[src/rtl/alarm_pkg.sv]
// Shared types and default timing constants for the alarm sequencer.
package alarm_pkg;

  typedef enum logic [1:0] {
    StIdle    = 2'd0,
    StArmed   = 2'd1,
    StRinging = 2'd2,
    StSnooze  = 2'd3
  } alarm_state_e;

  localparam int unsigned SNOOZE_SEC = 300;
  localparam int unsigned RING_SEC   = 60;
  localparam int unsigned MAX_SNOOZE = 3;

  // Bits needed to hold 0..max_val, never less than one.
  function automatic int unsigned cnt_width(input int unsigned max_val);
    return (max_val < 1) ? 1 : $clog2(max_val + 1);
  endfunction

endpackage

[src/rtl/sec_countdown.sv]
// Loadable seconds countdown; decrements on sec_tick while enabled, saturates at zero.
module sec_countdown #(
  parameter int unsigned WIDTH = 4
) (
  input  logic             clk,
  input  logic             rst,
  input  logic             load,
  input  logic [WIDTH-1:0] load_val,
  input  logic             sec_tick,
  input  logic             en,
  output logic [WIDTH-1:0] count,
  output logic             zero
);

  logic [WIDTH-1:0] count_q;

  always_ff @(posedge clk or posedge rst) begin
    if (rst) begin
      count_q <= '0;
    end else if (load) begin
      count_q <= load_val;
    end else if (en && sec_tick && (count_q != '0)) begin
      count_q <= count_q - WIDTH'(1);
    end
  end

  assign count = count_q;
  assign zero  = (count_q == '0);

endmodule

[src/rtl/alarm_sequencer.sv]
// Alarm clock sequencer: arms on enable, rings on time match, handles snooze/stop/auto-snooze.
module alarm_sequencer #(
  parameter int unsigned SNOOZE_SEC = alarm_pkg::SNOOZE_SEC,
  parameter int unsigned RING_SEC   = alarm_pkg::RING_SEC,
  parameter int unsigned MAX_SNOOZE = alarm_pkg::MAX_SNOOZE
) (
  input  logic       clk,
  input  logic       rst,
  input  logic       sec_tick,
  input  logic       bud_en,
  input  logic [3:0] hourdec_now,
  input  logic [3:0] hourone_now,
  input  logic [3:0] mindec_now,
  input  logic [3:0] minone_now,
  input  logic [3:0] hourdec_bud,
  input  logic [3:0] hourone_bud,
  input  logic [3:0] mindec_bud,
  input  logic [3:0] minone_bud,
  input  logic       snooze_req,
  input  logic       stop_req,
  output logic       aud_en,
  output logic       bud_state,
  output logic [1:0] state_o,
  output logic [2:0] snooze_left
);

  import alarm_pkg::*;

  localparam int unsigned TMAX = (SNOOZE_SEC > RING_SEC) ? SNOOZE_SEC : RING_SEC;
  localparam int unsigned CW   = cnt_width(TMAX);
  localparam int unsigned SW   = cnt_width(MAX_SNOOZE);

  localparam logic [CW-1:0] RING_LOAD   = CW'(RING_SEC);
  localparam logic [CW-1:0] SNOOZE_LOAD = CW'(SNOOZE_SEC);

  alarm_state_e  state_q, state_d;
  logic          aud_en_q, aud_en_d;
  logic [SW-1:0] snz_q, snz_d;
  logic          match_seen_q, match_seen_d;

  logic          match, trigger, expire;
  logic          cnt_load;
  logic [CW-1:0] cnt_load_val;
  logic [CW-1:0] cnt;
  logic          cnt_zero;

  assign match = (hourdec_now == hourdec_bud) && (hourone_now == hourone_bud) &&
                 (mindec_now == mindec_bud) && (minone_now == minone_bud);

  assign trigger = bud_en && (state_q == StArmed) && match && !match_seen_q;

  // A zero-length load (parameter of 0) expires on the first tick.
  assign expire = sec_tick && ((cnt == CW'(1)) || cnt_zero);

  sec_countdown #(
    .WIDTH(CW)
  ) u_sec_countdown (
    .clk     (clk),
    .rst     (rst),
    .load    (cnt_load),
    .load_val(cnt_load_val),
    .sec_tick(sec_tick),
    .en      (bud_state),
    .count   (cnt),
    .zero    (cnt_zero)
  );

  always_comb begin
    state_d      = state_q;
    aud_en_d     = aud_en_q;
    snz_d        = snz_q;
    cnt_load     = 1'b0;
    cnt_load_val = RING_LOAD;
    match_seen_d = match ? (match_seen_q | trigger) : 1'b0;

    if (!bud_en) begin
      state_d  = StIdle;
      aud_en_d = 1'b0;
      snz_d    = '0;
    end else begin
      unique case (state_q)
        StIdle: state_d = StArmed;
        StArmed: begin
          if (trigger) begin
            state_d  = StRinging;
            aud_en_d = 1'b1;
            snz_d    = SW'(MAX_SNOOZE);
            cnt_load = 1'b1;
          end
        end
        StRinging: begin
          if (stop_req) begin
            state_d  = StArmed;
            aud_en_d = 1'b0;
          end else if ((snooze_req || expire) && (snz_q != '0)) begin
            state_d      = StSnooze;
            aud_en_d     = 1'b0;
            snz_d        = snz_q - SW'(1);
            cnt_load     = 1'b1;
            cnt_load_val = SNOOZE_LOAD;
          end else if (expire) begin
            state_d  = StArmed;
            aud_en_d = 1'b0;
          end else if (sec_tick) begin
            aud_en_d = ~aud_en_q;
          end
        end
        StSnooze: begin
          if (stop_req) begin
            state_d  = StArmed;
            aud_en_d = 1'b0;
          end else if (expire) begin
            state_d  = StRinging;
            aud_en_d = 1'b1;
            cnt_load = 1'b1;
          end
        end
        default: begin
          state_d  = StIdle;
          aud_en_d = 1'b0;
        end
      endcase
    end
  end

  // match_seen resets high so a match already present at reset does not ring.
  always_ff @(posedge clk or posedge rst) begin
    if (rst) begin
      state_q      <= StIdle;
      aud_en_q     <= 1'b0;
      snz_q        <= '0;
      match_seen_q <= 1'b1;
    end else begin
      state_q      <= state_d;
      aud_en_q     <= aud_en_d;
      snz_q        <= snz_d;
      match_seen_q <= match_seen_d;
    end
  end

  assign aud_en      = aud_en_q;
  assign bud_state   = (state_q == StRinging) || (state_q == StSnooze);
  assign state_o     = state_q;
  assign snooze_left = 3'(snz_q);

endmodule

[config.mk]
export PLATFORM = sky130hd
export DESIGN_NAME = alarm_sequencer
export DESIGN_NICKNAME = d
export VERILOG_FILES = /design/src/rtl/alarm_pkg.sv /design/src/rtl/sec_countdown.sv /design/src/rtl/alarm_sequencer.sv
export SDC_FILE = /design/constraint.sdc
export NUM_CORES = 1
export LEC_CHECK = 0
export BUFFER_PORTS_ARGS = -buffer_cell sky130_fd_sc_hd__buf_2
export CORE_MARGIN = 2
export CORE_UTILIZATION = 50
export CTS_CLUSTER_DIAMETER = 60
export DETAILED_ROUTE_END_ITERATION = 16
export MAX_ROUTING_LAYER = met4
export PLACE_DENSITY = 0.82
export REMOVE_ABC_BUFFERS = 1
export SLEW_MARGIN = 10
export SYNTH_ARGS = -nofsm -noshare
export SYNTH_HDL_FRONTEND = slang
export SYNTH_SLANG_ARGS = --single-unit
[constraint.sdc]
create_clock -name clk -period 3.42 [get_ports clk]
set_input_delay 0.342 -clock clk [delete_from_list [all_inputs] [get_ports clk]]
set_output_delay 0.342 -clock clk [all_outputs]
set_load 0.05 [all_outputs]
After elaboration in Yosys (flattened, before gate mapping)
Cells that the tools add are included.
W data, S select, Z words.
{"block": "classes", "add_sub_neg": 2, "n_eq_ne": 16, "mux": 36, "bitwise_logic": 2, "reduce_logical": 22}
{"cell": "$mux W9", "n": 6}
{"cell": "$mux W2", "n": 11}
{"cell": "$eq A4 B4 Y1", "n": 4}
{"cell": "$mux W1", "n": 15}
{"cell": "$logic_and A1 B1 Y1", "n": 10}
{"cell": "$eq A9 B1 Y1 const B", "n": 1}
{"cell": "$logic_not A9 Y1", "n": 1}
{"cell": "$ne A3 B3 Y1 const B", "n": 3}
{"cell": "$reduce_bool A9 Y1", "n": 1}
{"cell": "$sub A9 B1 Y9 const B", "n": 1}
{"cell": "$pmux W2 S4", "n": 1}
{"cell": "$reduce_and A4 Y1", "n": 2}
{"cell": "$ne A6 B6 Y1 const B", "n": 1}
{"cell": "$pmux W1 S3", "n": 2}
{"cell": "$ne A5 B5 Y1 const B", "n": 1}
{"cell": "$eq A2 B2 Y1 const B", "n": 2}
{"cell": "$ne A4 B1 Y1 const B", "n": 1}
{"cell": "$ne A4 B4 Y1 const B", "n": 1}
{"cell": "$pmux W2 S2", "n": 1}
{"cell": "$reduce_bool A2 Y1", "n": 2}
{"cell": "$logic_or A1 B1 Y1", "n": 3}
{"cell": "$ne A3 B1 Y1 const B", "n": 1}
{"cell": "$reduce_and A3 Y1", "n": 1}
{"cell": "$eq A2 B1 Y1 const B", "n": 1}
{"cell": "other kinds (5)", "n": 5}
{"block": "totals", "register_bits": 15, "input_bits": 38, "out_inout_bits": 7, "elab_cells": 83}

Depth between registers and ports, before layout
Gate-level depths: netlist (run 1).
{"block": "logic_depth", "ltp_word": 10, "depth_mapped": 7, "mapped_depth_nobuf": 7}

Cells and area by module
A second synthesis (run 1) with hierarchy kept.
{"block": "hier_totals", "cells_unflattened": 146, "area_unflattened_um2": 1272.5}
{"module": "alarm_sequencer", "n_inst": 1, "cells_each": 84, "area_each_um2": 721.9, "seq_area_each_um2": 151.4}
{"module": "sec_countdown", "n_inst": 1, "cells_each": 62, "area_each_um2": 550.5, "seq_area_each_um2": 225.2}

Worst setup path before layout (run 1)
OpenSTA, ideal clock, no wires.
{"block": "synth_path", "kind": "register to register", "start": "reg snz_q[0]", "end": "reg u_sec_countdown.count_q[8] (netlist: u_sec_countdown.count[8])", "setup_time_ps": 134, "arrival_ps": 1753, "required_time_ps": 3286, "slack_ps": 1533, "stages_incl_launch_ff": 8, "n_path_buf": 0, "synth_period_minus_slack_ps": 1887, "path_cell_list": "dfrtp_1 -> inv_1 -> ha_1 -> nand2b_1 -> nor4_1 -> a31oi_1 -> o32ai_4 -> o21ai_1"}
{"block": "synth_between", "elab_chain_cells": 7, "word_cells_on_any_way": 12, "classes_between": "mux: 9; reduce/logical: 3"}
{"element": "from (decl)", "line_no": "alarm_sequencer.sv:38", "source": "logic [SW-1:0] snz_q, snz_d;"}
{"element": "from (signal assigned)", "line_no": "alarm_sequencer.sv:136", "source": "snz_q <= snz_d;"}
{"element": "$reduce_bool A2 Y1 (*)", "line_no": "alarm_sequencer.sv:95", "source": "end else if ((snooze_req || expire) && (snz_q != '0)) begin"}
{"element": "$logic_and A1 B1 Y1 (*)", "line_no": "alarm_sequencer.sv:95"}
{"element": "$mux W1 / $mux W9 (equally long branches)", "line_no": "alarm_sequencer.sv:95"}
{"element": "$mux W1 / $mux W9 (equally long branches)", "line_no": "alarm_sequencer.sv:92", "source": "if (stop_req) begin"}
{"element": "$pmux W1 S3 / $mux W9 (equally long branches)", "line_no": "alarm_sequencer.sv:81", "source": "unique case (state_q)"}
{"element": "$mux W1 / $mux W9 (equally long branches)", "line_no": "alarm_sequencer.sv:76", "source": "if (!bud_en) begin"}
{"element": "$mux W9 / $reduce_bool A2 Y1 (equally long branches)"}
{"element": "to (signal assigned)", "line_no": "sec_countdown.sv:21", "source": "count_q <= load_val;"}
{"element": "to (signal assigned)", "line_no": "sec_countdown.sv:23", "source": "count_q <= count_q - WIDTH'(1);"}
{"element": "to (decl)", "line_no": "sec_countdown.sv:15", "source": "logic [WIDTH-1:0] count_q;"}
Mark *: on every way between the ends. The rest lies on a longest branch, timed or not.
A chain may end at the register's enable or synchronous reset.

Worst setup path in the final report (run 1)
{"block": "layout_path", "start": "reg u_sec_countdown.count_q[0] (netlist: u_sec_countdown.count[0])", "end": "reg u_sec_countdown.count_q[7] (netlist: u_sec_countdown.count[7])"}
{"block": "layout_between", "elab_chain_cells": 10, "word_cells_on_any_way": 18, "classes_between": "add/sub: 1; eq/ne: 1; mux: 8; reduce/logical: 8"}
{"element": "$eq A9 B1 Y1 / $logic_not A9 Y1 (equally long branches)", "line_no": "alarm_sequencer.sv:53, sec_countdown.sv:28"}
{"element": "$logic_or A1 B1 Y1", "line_no": "alarm_sequencer.sv:53", "source": "assign expire = sec_tick && ((cnt == CW'(1)) || cnt_zero);"}
{"element": "$logic_and A1 B1 Y1", "line_no": "alarm_sequencer.sv:53"}
{"element": "$logic_or A1 B1 Y1", "line_no": "alarm_sequencer.sv:95"}
{"element": "$logic_and A1 B1 Y1", "line_no": "alarm_sequencer.sv:95"}
{"element": "$mux W1", "line_no": "alarm_sequencer.sv:95"}
{"element": "$mux W1", "line_no": "alarm_sequencer.sv:92"}
{"element": "$pmux W1 S3", "line_no": "alarm_sequencer.sv:81"}
{"element": "$mux W1", "line_no": "alarm_sequencer.sv:76"}
{"element": "$mux W9 / $reduce_bool A2 Y1 (equally long branches)"}
Several ways; a longest one is shown, not always the timed one. The select of a mux whose other input is x is not followed.

==> flow_results.org, run 1 <==
** Power and ir drop
- Per report_power, the sequential group accounts for 47.8% of the total.
- Peak VDD IR :: 269 uV
- For this design the ratio of total power to cell area is about 280 nW/um2.
- The analysis attributes to net switching a power of 132 uW.
- The internal power of the cells totals roughly 270 uW.
- Switching share of power :: 32.6%
- Leakage power of the design :: between 0.7 and 0.8 nW
- Of the total power, combinational logic draws a little over a quarter.
- The clock network burns 24.8% of the power.

** Place
- In this run the cell area measured after placement is roughly 1400 um2.
- Detailed placement finished with a half-perimeter wire length of approximately 2300 um.
- The count of buffers added on input and output ports is 43.
- At the end of routability-driven placement, the weighted congestion stood at 0.893.

** Global routing
- GRT overflow :: 0
- The initial antenna violation count came to 0.
- Global router's overall resource usage :: 22.2%
- Entering global routing, the biggest net connects 16 pins.
- Wire length of the first global-routing pass :: between 4000 and 5000 um
- Vias in the first global route :: about 1,100

** Run
- Max Cap Violations :: 0

** Yosys
- Post-synthesis average cell area :: ~8.8 um2
- In this run the cell area of the synthesized design comes to around 1200 um2.
- Post-synthesis share of cell area spent on xor and xnor gates :: 17.4%
- Synth cell types :: around 40
- Count of synthesis-stage warnings from yosys :: 0
- In this run, synthesis produced a sequential element count of 15.
- After technology mapping, the gate count stands at 138.
- Multiplexer fraction of the synthesized cell area :: 0%
- Primary flip-flop cell chosen by synthesis mapping :: sky130_fd_sc_hd__dfrtp_1
- The largest total area in the synthesized netlist belongs to sky130_fd_sc_hd__dfrtp_1.
- Number of enable-type register cells in the synthesized netlist :: 0
- By area the synthesized netlist is led by sky130_fd_sc_hd__dfrtp_1 29%, sky130_fd_sc_hd__xor2_1 15%, sky130_fd_sc_hd__ha_1 4.1%, sky130_fd_sc_hd__nor2_1 4.0%, sky130_fd_sc_hd__nor4_1 3.1%.
- The synthesized netlist devotes 17.7% of its cell area to compound gates.
- Sequential area share after synthesis :: between 30% and 40%
- The synthesized design devotes to its leading area cell type between 20 and 30% of total area.
- For this run, asynchronously set or reset flops after synthesis account for 100%.
- Area fraction in and, or, nand and nor cells after synthesis :: around a quarter
- By area, the combinational part of the netlist is dominated by simple AND/OR/NAND/NOR gates.
- Post-synthesis share of cell area spent on full adders, half adders and majority gates :: 4.14%

** Clock network
- Clock tree synthesis found a total of 15 sinks.
- Buffers inserted to repair hold after CTS numbered 0.
- Clock slew seen by the registers of the worst setup and hold paths :: about 0.09 ns
- Post-cts sizing count :: 0
- Clock tree from TritonCTS :: done
- The clock reaches the later pin of the worst-skew pair after roughly 0.27 ns.
- Post-CTS setup repair buffer count :: 0
- H-tree Lvls :: 1
- CTS Root Buffer Type :: sky130_fd_sc_hd__clkbuf_4
- Clock tree synthesis inserted a total of 3 buffers.
- The longest clock path from root to sink contains 2 buffers.

** STA
- Across all hold checks on the routed design, the worst slack comes to between 0.09 and 0.1 ns.
- Dividing the final minimum period by the clock period gives between 50% and 60%.
- The worst path needs roughly 2.0 ns of the cycle, external delays included.
- Setup violations remaining at the end of the flow were counted as 0.
- Setup repair after global routing left no endpoint under its margin.
- Fmax :: 0.495 GHz
- Post-Route Setup TNS :: 0 ns
- In this run the tightest slew margin relative to its limit is roughly 52%.
- At the pin with the least slew margin, the transition time is 0.710 ns.
- Number of slew-limit violations in the final report :: 0
- For the final database, setup skew stands at 0.00428 ns.
- Number of endpoints with negative hold slack in the final report :: 0

** Finish
- The post-route netlist has between 20% and 30% of its cells at a drive strength greater than 1.
- Counting the fill cells in the layout gives between 150 and 200.
- Syn-to-layout area delta :: 21.3%
- The repair_antennas step left the layout with diodes totalling 0.
- Fin area :: about 1500 um2
- Total number of nets in the final design :: ~220

** Critical path
- The critical path goes through inv_1, ha_1, nor2b_1, a31oi_1, nand4b_1, xor2_1, nor2_1.
- STA puts the critical path data required time at between 3 and 4 ns.
- Worst-path cell with the longest stage delay :: sky130_fd_sc_hd__a31oi_1
- Nature of the critical path endpoint :: flip-flop
- The setup check on the worst reg-to-reg path leaves a slack of roughly 1.4 ns.
- Critical path class :: reg2reg
- WP data arrival :: 2.18 ns
- Maximum cell stage delay along the critical path :: 0.57 ns
- Element type at the critical path start :: flip-flop
- Critical path buffer and inverter count :: 1
- Crit path max-delay family :: compound AO/OA/AOI/OAI gates
- Of all nets on the critical path, the largest fanout is 8.

** Drt
- The first routing iteration left 33 violations.
- For this run, design rule violations remaining after detail routing come to 0.
- Wires add up to 2830 um.
- After detailed routing, the average wire length per cell comes to ~14 um.
- After detailed routing, the number of vias per cell comes to 5.67.
- Number of iterations in the first detailed-routing pass :: 4
- Count of antenna-violating nets left after detailed routing :: 0
- Vias :: around 1,200

** Floorplan
- Ports placed on the boundary :: between 40 and 50
- In this run the horizontal extent of the chip is roughly 53 um.
- Die extent in y :: approximately 53 um
- The initial utilization of the core area, before any placement, comes to 53.6%.
- The floorplan step defined a core boundary enclosing between 2000 and 2500 um2.
- Die area :: 2830 um2
- After floorplanning, the core was divided into 17 placement rows.

** Worst hold path
- The worst hold path belongs to the class in2async.

** Status
- Result of the run :: complete, no violations
==> power by group through the flow <==
| stage | logic [mW] | clock network, mW | registers (mW) |
|---|---|---|---|
| after floorplan | 0.0491 | 0 | 0.214 |
| after global placement | 0.107 | 0 | 0.196 |
| after detailed placement | 0.111 | 0 | 0.197 |
| after CTS | 0.111 | 0.102 | 0.193 |
| after global routing | 0.120 | 0.108 | 0.195 |
| final | 0.111 | 0.100 | 0.193 |
==> cells in the final DEF (no fill, tap or decap), types with 2 or more instances in the layout <==
cell and instances:
sky130_fd_sc_hd__a21oi_1 3, sky130_fd_sc_hd__a31oi_1 3, sky130_fd_sc_hd__buf_2 43, sky130_fd_sc_hd__clkbuf_4 3, sky130_fd_sc_hd__dfrtp_1 14, sky130_fd_sc_hd__ha_1 4, sky130_fd_sc_hd__inv_1 7, sky130_fd_sc_hd__nand2_1 9
sky130_fd_sc_hd__nand2b_1 5, sky130_fd_sc_hd__nand3_1 7, sky130_fd_sc_hd__nor2_1 13, sky130_fd_sc_hd__nor2b_1 3, sky130_fd_sc_hd__nor3_1 4, sky130_fd_sc_hd__nor4_1 6, sky130_fd_sc_hd__o2111ai_1 2, sky130_fd_sc_hd__o211a_1 2
sky130_fd_sc_hd__o21ai_0 5, sky130_fd_sc_hd__o31a_1 2, sky130_fd_sc_hd__xnor2_1 3, sky130_fd_sc_hd__xor2_1 21
==> metrics by stage <==
stage	power, mW	instances	util (%)	setup WS (ns)
3_3_place_gp	0.304	205	63.9	1.42
2_1_floorplan	0.263	134	-	1.27
5_1_grt	0.424	209	65.0	1.23
6_report	0.404	209	65.0	1.40
4_1_cts	0.406	209	65.0	1.42
3_5_place_dp	0.307	205	63.9	1.31
==> synth_stat cells, types with 2 or more instances <==
library cell / count
sky130_fd_sc_hd__dfrtp_1: 14
sky130_fd_sc_hd__inv_1: 7
sky130_fd_sc_hd__a21oi_1: 3
sky130_fd_sc_hd__nor2b_1: 3
sky130_fd_sc_hd__xor2_1: 21
sky130_fd_sc_hd__o2111ai_1: 2
sky130_fd_sc_hd__o21ai_0: 5
sky130_fd_sc_hd__nand2_1: 9
sky130_fd_sc_hd__clkbuf_1: 3
sky130_fd_sc_hd__xnor2_1: 3
sky130_fd_sc_hd__nor4_1: 6
sky130_fd_sc_hd__o211a_1: 2
sky130_fd_sc_hd__nor3_1: 4
sky130_fd_sc_hd__a31oi_1: 3
sky130_fd_sc_hd__ha_1: 4
sky130_fd_sc_hd__nor2_1: 13
sky130_fd_sc_hd__nand2b_1: 5
sky130_fd_sc_hd__o31a_1: 2
sky130_fd_sc_hd__nand3_1: 7
==> metal layers <==
layer / up-vias / GRT usage [%] / share of wire [%]
li1: 587 / - / -
met1: 546 / 25.5 / 41
met2: 47 / 42.1 / 52
met3: 4 / 2.82 / 6.3
met4: 0 / 2.99 / 0.56
met5: - / - / 0
==> logic make-up (layout without fill, tap and decap cells) <==
family / count (synthesis) / count (layout)
DFF: 15 / 15
and+or+nand+nor: 56 / 56
other: 1 / 1
buffers and inverters: 11 / 54
xor gates and xnor gates: 24 / 24
adders and majority gates: 4 / 4
AOI/OAI and AO/OA: 27 / 27
==> path summary, 6_finish.rpt <==
check / start / to / cells past startpoint
max: u_sec_countdown.count[0] / u_sec_countdown.count[7] / 7
max in group asynchronous: rst / match_seen_q / 2
min: rst / u_sec_countdown.count[8] / 2
max reg2reg: u_sec_countdown.count[0] / u_sec_countdown.count[7] / 7
min in group clk: bud_en / state_o[1] / 3
min reg2reg: match_seen_q / match_seen_q / 2
==> worst reg2reg max path, delay by kind of cell, from the launching register on <==
| kind | cells | cell delay, ns |
|---|---|---|
| AO/OA/AOI/OAI | 1 | 0.57 |
| flip-flops | 1 | 0.42 |
| AND/OR/NAND/NOR | 3 | 0.41 |
| adder cells (fa/ha/maj) | 1 | 0.24 |
| XOR/XNOR | 1 | 0.17 |
| buffers and inverters | 1 | 0.08 |
==> sequential cells by signal, indices dropped and copies added (netlist names) <==
signal                 cells
u_sec_countdown.count      9
snz_q                      2
state_o                    2
aud_en                     1
match_seen_q               1
==> final cells by class <==
class                   instances  area (um2)  share of cell area [%]
clock buffers                   4        26.3                    1.79
inverters                       7        26.3                    1.79
multi-input cells             112         787                    53.7
flip-flops and latches         15         377                    25.7
well taps                      28        35.0                    2.39
repair buffers                 43         215                    14.7
(Power assumes the default switching activity.)
==> run 2: changes to the inputs <==
Settings changed: ABC_AREA set to 1, CORE_UTILIZATION 50 to 45, PLACE_DENSITY 0.82 to 0.76.
Clock period 3.42 ns to 1.71 ns, I/O delays scaled along.
==> run 2 against run 1 <==
  * Power rose by 130%
  * Critical path type unchanged
  * Synthesized area rose by 11%
  * Largest power group unchanged
  * Global-route usage fell by 3.6 points
  * Combinational power rose to 3.1 times the previous value
  * First-iteration DRC count rose by 140%
  * Fmax rose by 19%
  * Largest cell class unchanged
==> flow_results.org, run 2 <==
** Global routing
- Entering global routing, the biggest net connects 16 pins.
- Summed over all layers, the global routing overflow is 0.
- Global router's overall resource usage :: 18.7%
- The first global-routing pass estimated slightly below 5000 um of wire.
- The via count of the first global-routing pass was between 1,000 and 1,500.
- The initial antenna violation count is 0.

** Place
- Input and output buffers added on the ports amount to 43.
- Detailed placement ended at an HPWL of 2180 um.
- In this run, placement finished with an instance count of 292.
- Routability cong. :: slightly below 0.9

** Critical path
- Maximum cell stage delay along the critical path :: 0.40 ns
- Register-to-Register Path Depth :: 12
- The worst register-to-register path ends at u_sec_countdown.count[4].
- The critical path in this run is classified as reg2reg.
- WP data arrival :: 1.87 ns
- Counting buffers and inverters, the worst setup path is 12 cells deep.
- Crit path max-delay family :: simple AND/OR/NAND/NOR gates
- The critical path goes through inv_2, ha_1, o21a_1, nand3_2, nand2_2, nand3_4, nand3_4, nand2_4, nand2_2, nand2_1, nand2_1, nand2_1.
- Critical path buffer and inverter count :: 1
- Of all nets on the critical path, the largest fanout is 7.
- CP dominant cell by count :: sky130_fd_sc_hd__nand2_1
- The largest individual stage delay along the critical path comes from the cell sky130_fd_sc_hd__dfrtp_1.
- Nature of the critical path endpoint :: flip-flop
- STA classifies the critical path startpoint as a flip-flop.
- Worst reg2reg path startpoint :: u_sec_countdown.count[1]
- At the worst endpoint, the required time is 1.89 ns.
- Setup slack of the worst register-to-register path :: approximately 0.019 ns
- Critical path origin :: u_sec_countdown.count[1]

** Finish
- Largest register FFs :: 9
- Syn-to-layout area delta :: 30.1%
- Leaving out fill and tap cells, the most frequent cell in the layout is sky130_fd_sc_hd__nand2_1.
- Number of antenna repair diodes :: 0
- At the end of the flow, the number of nets in the layout was between 300 and 400.
- Non-filler cells, final :: roughly 310
- Util after Layout :: ~63%
- Number of filler cells placed in the layout :: 261
- Proportion of layout cells with a drive suffix above 1 :: a little under a third
- Top library cells by usage in the layout, fill and taps aside :: 62 x sky130_fd_sc_hd__nand2_1, 43 x sky130_fd_sc_hd__buf_2, 40 x sky130_fd_sc_hd__inv_1

** Drt
- DRC violations left :: 0
- Vias :: 1,463
- The first TritonRoute pass finished after 6 iterations.
- Count of antenna-violating nets left after detailed routing :: 0
- Drt first-iter violations :: 80
- Dividing the detail-routed wire length by the instance count gives 10.0 um.
- Vias per std cell :: 4.80
- The final layout contains routed wiring with a total length of around 3100 um.

** STA
- Headroom to the max-slew limit :: between 60% and 70%
- Post-Route Setup TNS :: 0 ns
- Tmin final :: 1.69 ns
- Number of endpoints with negative hold slack in the final report :: 0
- Between clock sinks in the finished design, the worst skew comes to between 0.004 and 0.005 ns.
- Setup repair after global routing could not meet its margin everywhere.
- At the pin with the least slew margin, the transition time is around 0.56 ns.
- Number of slew-limit violations in the final report :: 0
- Final setup viols :: 0
- Worst hold-check slack :: approximately 0.25 ns
- Fmax :: between 0.5 and 0.6 GHz
- Dividing the final minimum period by the clock period gives a little over nine tenths.

** Status
- The flow ran to the end, and the final reports show no timing, DRC or antenna violations.

** Yosys
- Averaged over all synthesized cells, the footprint is ~6.1 um2.
- The number of different library cells used by synthesis comes to 29.
- Cell with the most instances after synthesis :: sky130_fd_sc_hd__nand2_1
- Primary flip-flop cell chosen by synthesis mapping :: sky130_fd_sc_hd__dfrtp_1
- Counting every instance in the synthesized netlist gives roughly 220.
- Counting flops with a built-in enable in the synthesized netlist gives 0.
- Top cells by area in the synthesized netlist :: sky130_fd_sc_hd__dfrtp_1 26%, sky130_fd_sc_hd__nand2_1 18%, sky130_fd_sc_hd__inv_1 12%, sky130_fd_sc_hd__nor2_1 10%, sky130_fd_sc_hd__xor2_1 4.6%
- Synth async-reset ratio :: 100%
- The synthesized design spends more area on one cell type than any other, namely sky130_fd_sc_hd__dfrtp_1.
- For this run, the number of Yosys warnings is 0.
- The synthesized design contains 15 register bits.
- Sequential area share after synthesis :: 28.1%
- Most numerous cell types in the synthesized netlist :: 64 x sky130_fd_sc_hd__nand2_1, 42 x sky130_fd_sc_hd__inv_1, 36 x sky130_fd_sc_hd__nor2_1
- The cell area that synthesis handed to floorplanning was 1340 um2.
- Area share of the largest cell type after synthesis :: roughly a quarter

** Worst hold path
- The startpoint identified for the worst hold timing path is stop_req.
- The path class of the tightest hold or removal check is in2reg.
- Worst Hold Depth :: 4
- For hold timing, the worst endpoint is aud_en.

** Run
- The tool flagged a number of max-cap violations equal to 0.

** Clock network
- CTS built an H-tree with a depth of 1.
- CTS Root Buffer Type :: sky130_fd_sc_hd__clkbuf_4
- Number of buffers on the longest clock path :: 2
- Clock tree from TritonCTS :: done
- For this design, the sink count on the clock tree is 15.
- Number of buffers added by the clock tree synthesis step :: 3
- After clock tree synthesis, the clock-pin slew on the worst setup and hold paths is roughly 0.090 ns.
- For the worst-skew pair, the clock arrives at the later sink with an insertion delay of around 0.28 ns.

** Floorplan
- Number of placement rows :: 19
- Die extent in y :: between 50 and 60 um
- Ports placed on the boundary :: 45
- For this configuration, the core starts out at a cell density of just under 50%.
- In this run the standard cell core region covers 2780 um2.
- Die width :: 58.5 um
- Die area :: ~3400 um2

** Power and ir drop
- Peak VDD IR :: 447 uV
- Summed over all cells, the static leakage comes to between 1 and 1.5 nW.
- Dividing total power by cell area gives a power density of 540 nW/um2.
[run 2: cell types whose count changed in the layout (fill, tap and decap cells not counted), sizes merged, moves of 5 or more]
cell,change
nand2,+58
nand3,+10
nand2b,-5
inv,+37
buf,+10
nor4,-6
xor2,-14
nor2,+28
[run 2: worst max-delay path by stage]
stage                                to  slack (ns)
2_1_floorplan  u_sec_countdown.count[7]       -0.35
3_3_place_gp   u_sec_countdown.count[8]        0.05
3_5_place_dp   u_sec_countdown.count[8]       -0.02
4_1_cts        u_sec_countdown.count[4]        0.04
5_1_grt        u_sec_countdown.count[4]       -0.12
6_report       u_sec_countdown.count[4]        0.02
[run 2: cells by family (layout without fill, tap and decap cells)]
| kind of cell | count (synthesis) | in the layout | share of synthesized area (%) |
|---|---|---|---|
| other | 1 | 1 | 0.280 |
| and+or+nand+nor | 130 | 131 | 42.9 |
| DFF | 15 | 15 | 28.1 |
| adders and majority gates | 4 | 4 | 3.74 |
| buffers and inverters | 48 | 102 | 14.4 |
| xor gates and xnor gates | 7 | 7 | 4.58 |
| AOI/OAI and AO/OA | 14 | 14 | 5.98 |
[run 2: power breakdown]
part / leakage, nW / switching, mW / internal (mW) / total [mW]
Combinational: 0.865 / 0.212 / 0.127 / 0.339
Clock: 0.0150 / 0.112 / 0.0907 / 0.203
Sequential: 0.174 / 0.0205 / 0.379 / 0.399
[run 2: repair_timing]
item                                    CTS  global route
setup buffers                             0             7
endpoints found under the setup margin    2             7
hold buffers                              1             0
hold endpoints to repair                 14             0
cloned                                    0             1
pin swaps                                 0             8
resized for setup                         1            14
[run 2: cell type report]
class | instances | area (um2) | area share, %
tap | 31 | 38.8 | 2.23
inverter | 44 | 165 | 9.48
clock buffer | 4 | 26.3 | 1.51
sequential | 15 | 378 | 21.7
timing repair buffer | 54 | 300 | 17.2
multi-input combinational | 157 | 833 | 47.8
[run 2: routing by layer]
metal | share of wire, % | GRT usage (%) | vias to the layer above
li1 | - | - | 763
met4 | 1.6 | 4.32 | 0
met3 | 5.1 | 4.62 | 8
met2 | 50 | 32.7 | 34
met5 | 0 | - | -
met1 | 44 | 21.4 | 658
[run 2: through the flow]
stage          area (um2)  power, mW  setup WS [ns]
2_1_floorplan        1310      0.604         -0.349
3_3_place_gp         1590      0.702         0.0455
3_5_place_dp         1590      0.706        -0.0241
4_1_cts              1630      0.916         0.0379
5_1_grt              1740       1.02         -0.117
6_report             1740      0.941         0.0187
[run 2: worst reg2reg max path, cell delays in order, from the launching register on]
cell                      delay (ns)
sky130_fd_sc_hd__dfrtp_1        0.40
sky130_fd_sc_hd__inv_2          0.11
sky130_fd_sc_hd__ha_1           0.16
sky130_fd_sc_hd__o21a_1         0.16
sky130_fd_sc_hd__nand3_2        0.09
sky130_fd_sc_hd__nand2_2        0.13
sky130_fd_sc_hd__nand3_4        0.10
sky130_fd_sc_hd__nand3_4        0.13
sky130_fd_sc_hd__nand2_4        0.09
sky130_fd_sc_hd__nand2_2        0.07
sky130_fd_sc_hd__nand2_1        0.06
sky130_fd_sc_hd__nand2_1        0.06
sky130_fd_sc_hd__nand2_1        0.04
==> run 3: changes to the inputs <==
Settings changed: CELL_PAD_IN_SITES_DETAIL_PLACEMENT set to 0, CELL_PAD_IN_SITES_GLOBAL_PLACEMENT set to 1, CORE_UTILIZATION 45 to 36, PLACE_DENSITY 0.76 to 0.85.
Clock period 1.71 ns to 2 ns, I/O delays scaled along.
==> run 3 against run 2 <==
  * Die area increased by 23%
  * Register-to-register slack improved by 0.24 ns
  * First-iteration DRC count is 30% lower
  * Critical path depth stayed put
  * Power shrank 9.9%
  * Fmax decreased by 3.1%
  * Clock power rose by 26%
==> flow_results.org, run 3 (synthesis results as in run 2) <==
** Clock network
- Buffers added to address setup during post-CTS repair amount to 0.
- The tree is rooted in a sky130_fd_sc_hd__clkbuf_8.
- Counting every sink on the clock net gives 15.
- At the later pin of the worst-skew pair, clock insertion delay measures 0.25 ns.
- Clock slew seen by the registers of the worst setup and hold paths :: ~0.06 ns
- Clock tree from TritonCTS :: done
- Number of buffers added by the clock tree synthesis step :: 3
- In this run the number of H-tree levels came out at 1.
- Number of buffers on the longest clock path :: 2

** Finish
- Proportion of layout cells with a drive suffix above 1 :: roughly a quarter
- For this run, the share of the core covered by cells in the final layout is 45.4%.
- Total number of nets in the final design :: approximately 300
- Number of filler cells placed in the layout :: slightly above 400
- Summing all multi-input logic gate instances after layout gives a little under 800 um2.
- The top cell types in the final layout, fill and taps aside, are 64 x sky130_fd_sc_hd__nand2_1, 43 x sky130_fd_sc_hd__buf_2, 42 x sky130_fd_sc_hd__inv_1.
- For this run, the number of standard cells in the final layout without fillers is 310.
- Most common cell after layout, fill and taps aside :: sky130_fd_sc_hd__nand2_1
- Sequential cell area in the final layout :: 377 um2
- Syn-to-layout area delta :: 22.2%
- The register with the most flip-flops in the layout has 9 of them.
- Number of antenna repair diodes :: 0
- Fin area :: 1640 um2

** Drt
- The routed layout has around 1,300 vias.
- Average detailed-routed wire length per instance :: roughly 9 um
- DRC violations left :: 0
- Number of iterations in the first detailed-routing pass :: 4
- The count of nets left with antenna violations once routing finished came out at 0.
- For this block, the routed nets add up to about 2700 um of wire.
- Dividing the detail-routed via count by the number of cells gives roughly 4.3.
- The detailed router finished its first iteration with 56 violations.

** STA
- Worst-margin pin slew :: a little under 0.6 ns
- Skew final :: roughly 0.0024 ns
- The final count of hold timing violations is 0.
- Post-Route Setup TNS :: 0 ns
- The clock period could shrink to ~1.7 ns.
- Final period util :: about 87%
- The final max-slew violation count was 0.
- Headroom to the max-slew limit came out at approximately 60%.
- Setup repair after global routing left no endpoint under its margin.
- Timing would allow up to between 0.5 and 0.6 GHz.
- Final setup viols :: 0

** Power and ir drop
- Dividing total power by cell area gives a power density of around 520 nW/um2.
- For this design the static power due to leakage is between 1 and 1.5 nW.
- The worst-case IR drop observed on VDD is 239 uV.

** Global routing
- Global router's overall resource usage :: between 10% and 20%
- Maximum number of pins on one net before global-route repair :: 16
- The via count of the first global-routing pass is about 1,200.
- Wire length of the first global-routing pass :: 4990 um
- GRT overflow :: 0
- Number of antenna violations at the first check in global routing :: 0

** Critical path
- Req. time, crit path :: roughly 2.2 ns
- Element type at the critical path start :: flip-flop
- STA classifies the critical path endpoint as a flip-flop.
- The worst register-to-register path has a setup slack of 0.26 ns.
- STA puts the critical path data arrival time at 1.89 ns.
- Critical path class :: reg2reg
- Max FO, Critical Path :: 13

** Place
- After detailed placement, the design holds a cell count of 306.
- Detailed placer's ending HPWL :: 2210 um
- Placed instance area :: between 1500 and 2000 um2
- The count of buffers added on input and output ports is between 40 and 50.
- Routability-driven placement finished with a final weighted congestion of between 0.8 and 0.9.

** Worst hold path
- Min-delay worst type :: in2async

** Floorplan
- Die extent in y :: around 65 um
- In this run the horizontal extent of the chip is between 60 and 70 um.
- Ports placed on the boundary :: 45
- Number of placement rows :: 22
- Initial Util :: between 30% and 40%
- Die area :: around 4200 um2
- Std-Cell Core Area :: 3610 um2

** Status
- The run finished with clean final reports.

** Run
- Max-cap violations in this run came to 0.
-- run 3: cell count changes in the layout (fill, tap and decap cells not counted), sizes merged --
cell,delta
buf,-10
dlygate4sd3,-1
nand2,-1
-- run 3: power by group --
group          switching (mW)  internal, mW
clock network           0.114         0.141
registers              0.0148         0.324
logic                   0.165        0.0882
total                   0.294         0.554
-- run 3: per-stage QoR --
| step | power, mW | hold WS, ns | setup WS (ns) |
|---|---|---|---|
| after floorplan | 0.517 | 0.101 | -0.0589 |
| after global placement | 0.599 | 0.294 | 0.242 |
| after detailed placement | 0.601 | 0.304 | 0.181 |
| after CTS | 0.855 | 0.0299 | 0.173 |
| after global routing | 0.917 | 0.0471 | 0.0261 |
| final | 0.848 | 0.00236 | 0.255 |
-- run 3: critical path: stages (launching register included) --
cell	delay [ns]
sky130_fd_sc_hd__dfrtp_1	0.39
sky130_fd_sc_hd__inv_1	0.14
sky130_fd_sc_hd__ha_1	0.20
sky130_fd_sc_hd__o21a_1	0.17
sky130_fd_sc_hd__nand3_2	0.11
sky130_fd_sc_hd__nand2_2	0.09
sky130_fd_sc_hd__nand3_2	0.09
sky130_fd_sc_hd__nand3_2	0.11
sky130_fd_sc_hd__nand2_4	0.11
sky130_fd_sc_hd__nand2_1	0.08
sky130_fd_sc_hd__nand2_1	0.05
sky130_fd_sc_hd__nand2_1	0.05
sky130_fd_sc_hd__nand2_1	0.04
-- run 3: cell type report --
cell class                 instances  area share (%)
multi-input combinational        156            47.3
sequential                        15            23.0
timing repair buffer              43            13.1
inverter                          44            10.1
tap                               48            3.67
clock buffer                       4            2.75
-- run 3: path summary, 6_finish.rpt --
| path | startpoint | end | depth (start not counted) |
|---|---|---|---|
| worst min register to register | match_seen_q | match_seen_q | 2 |
| worst max-delay path | u_sec_countdown.count[0] | u_sec_countdown.count[4] | 12 |
| worst min-delay path | rst | u_sec_countdown.count[2] | 2 |
| max in group asynchronous | rst | u_sec_countdown.count[5] | 2 |
| worst max register to register | u_sec_countdown.count[0] | u_sec_countdown.count[4] | 12 |
| min in group clk | bud_en | match_seen_q | 3 |
-- run 3: timing repair --
| item | in CTS | in global routing |
|---|---|---|
| endpoints found under the hold margin | 0 | 0 |
| hold buffers | 0 | 0 |
| endpoints found under the setup margin | 0 | 2 |
| resized for setup | 0 | 1 |
-- run 3: per-layer routing --
| metal | vias to the layer above | GRT usage, % | share of wire (%) |
|---|---|---|---|
| li1 | 741 | - | - |
| met1 | 556 | 17.6 | 48 |
| met2 | 22 | 26.5 | 47 |
| met3 | 2 | 3.99 | 4.3 |
| met4 | 0 | 3.99 | 0.92 |
| met5 | - | - | 0 |
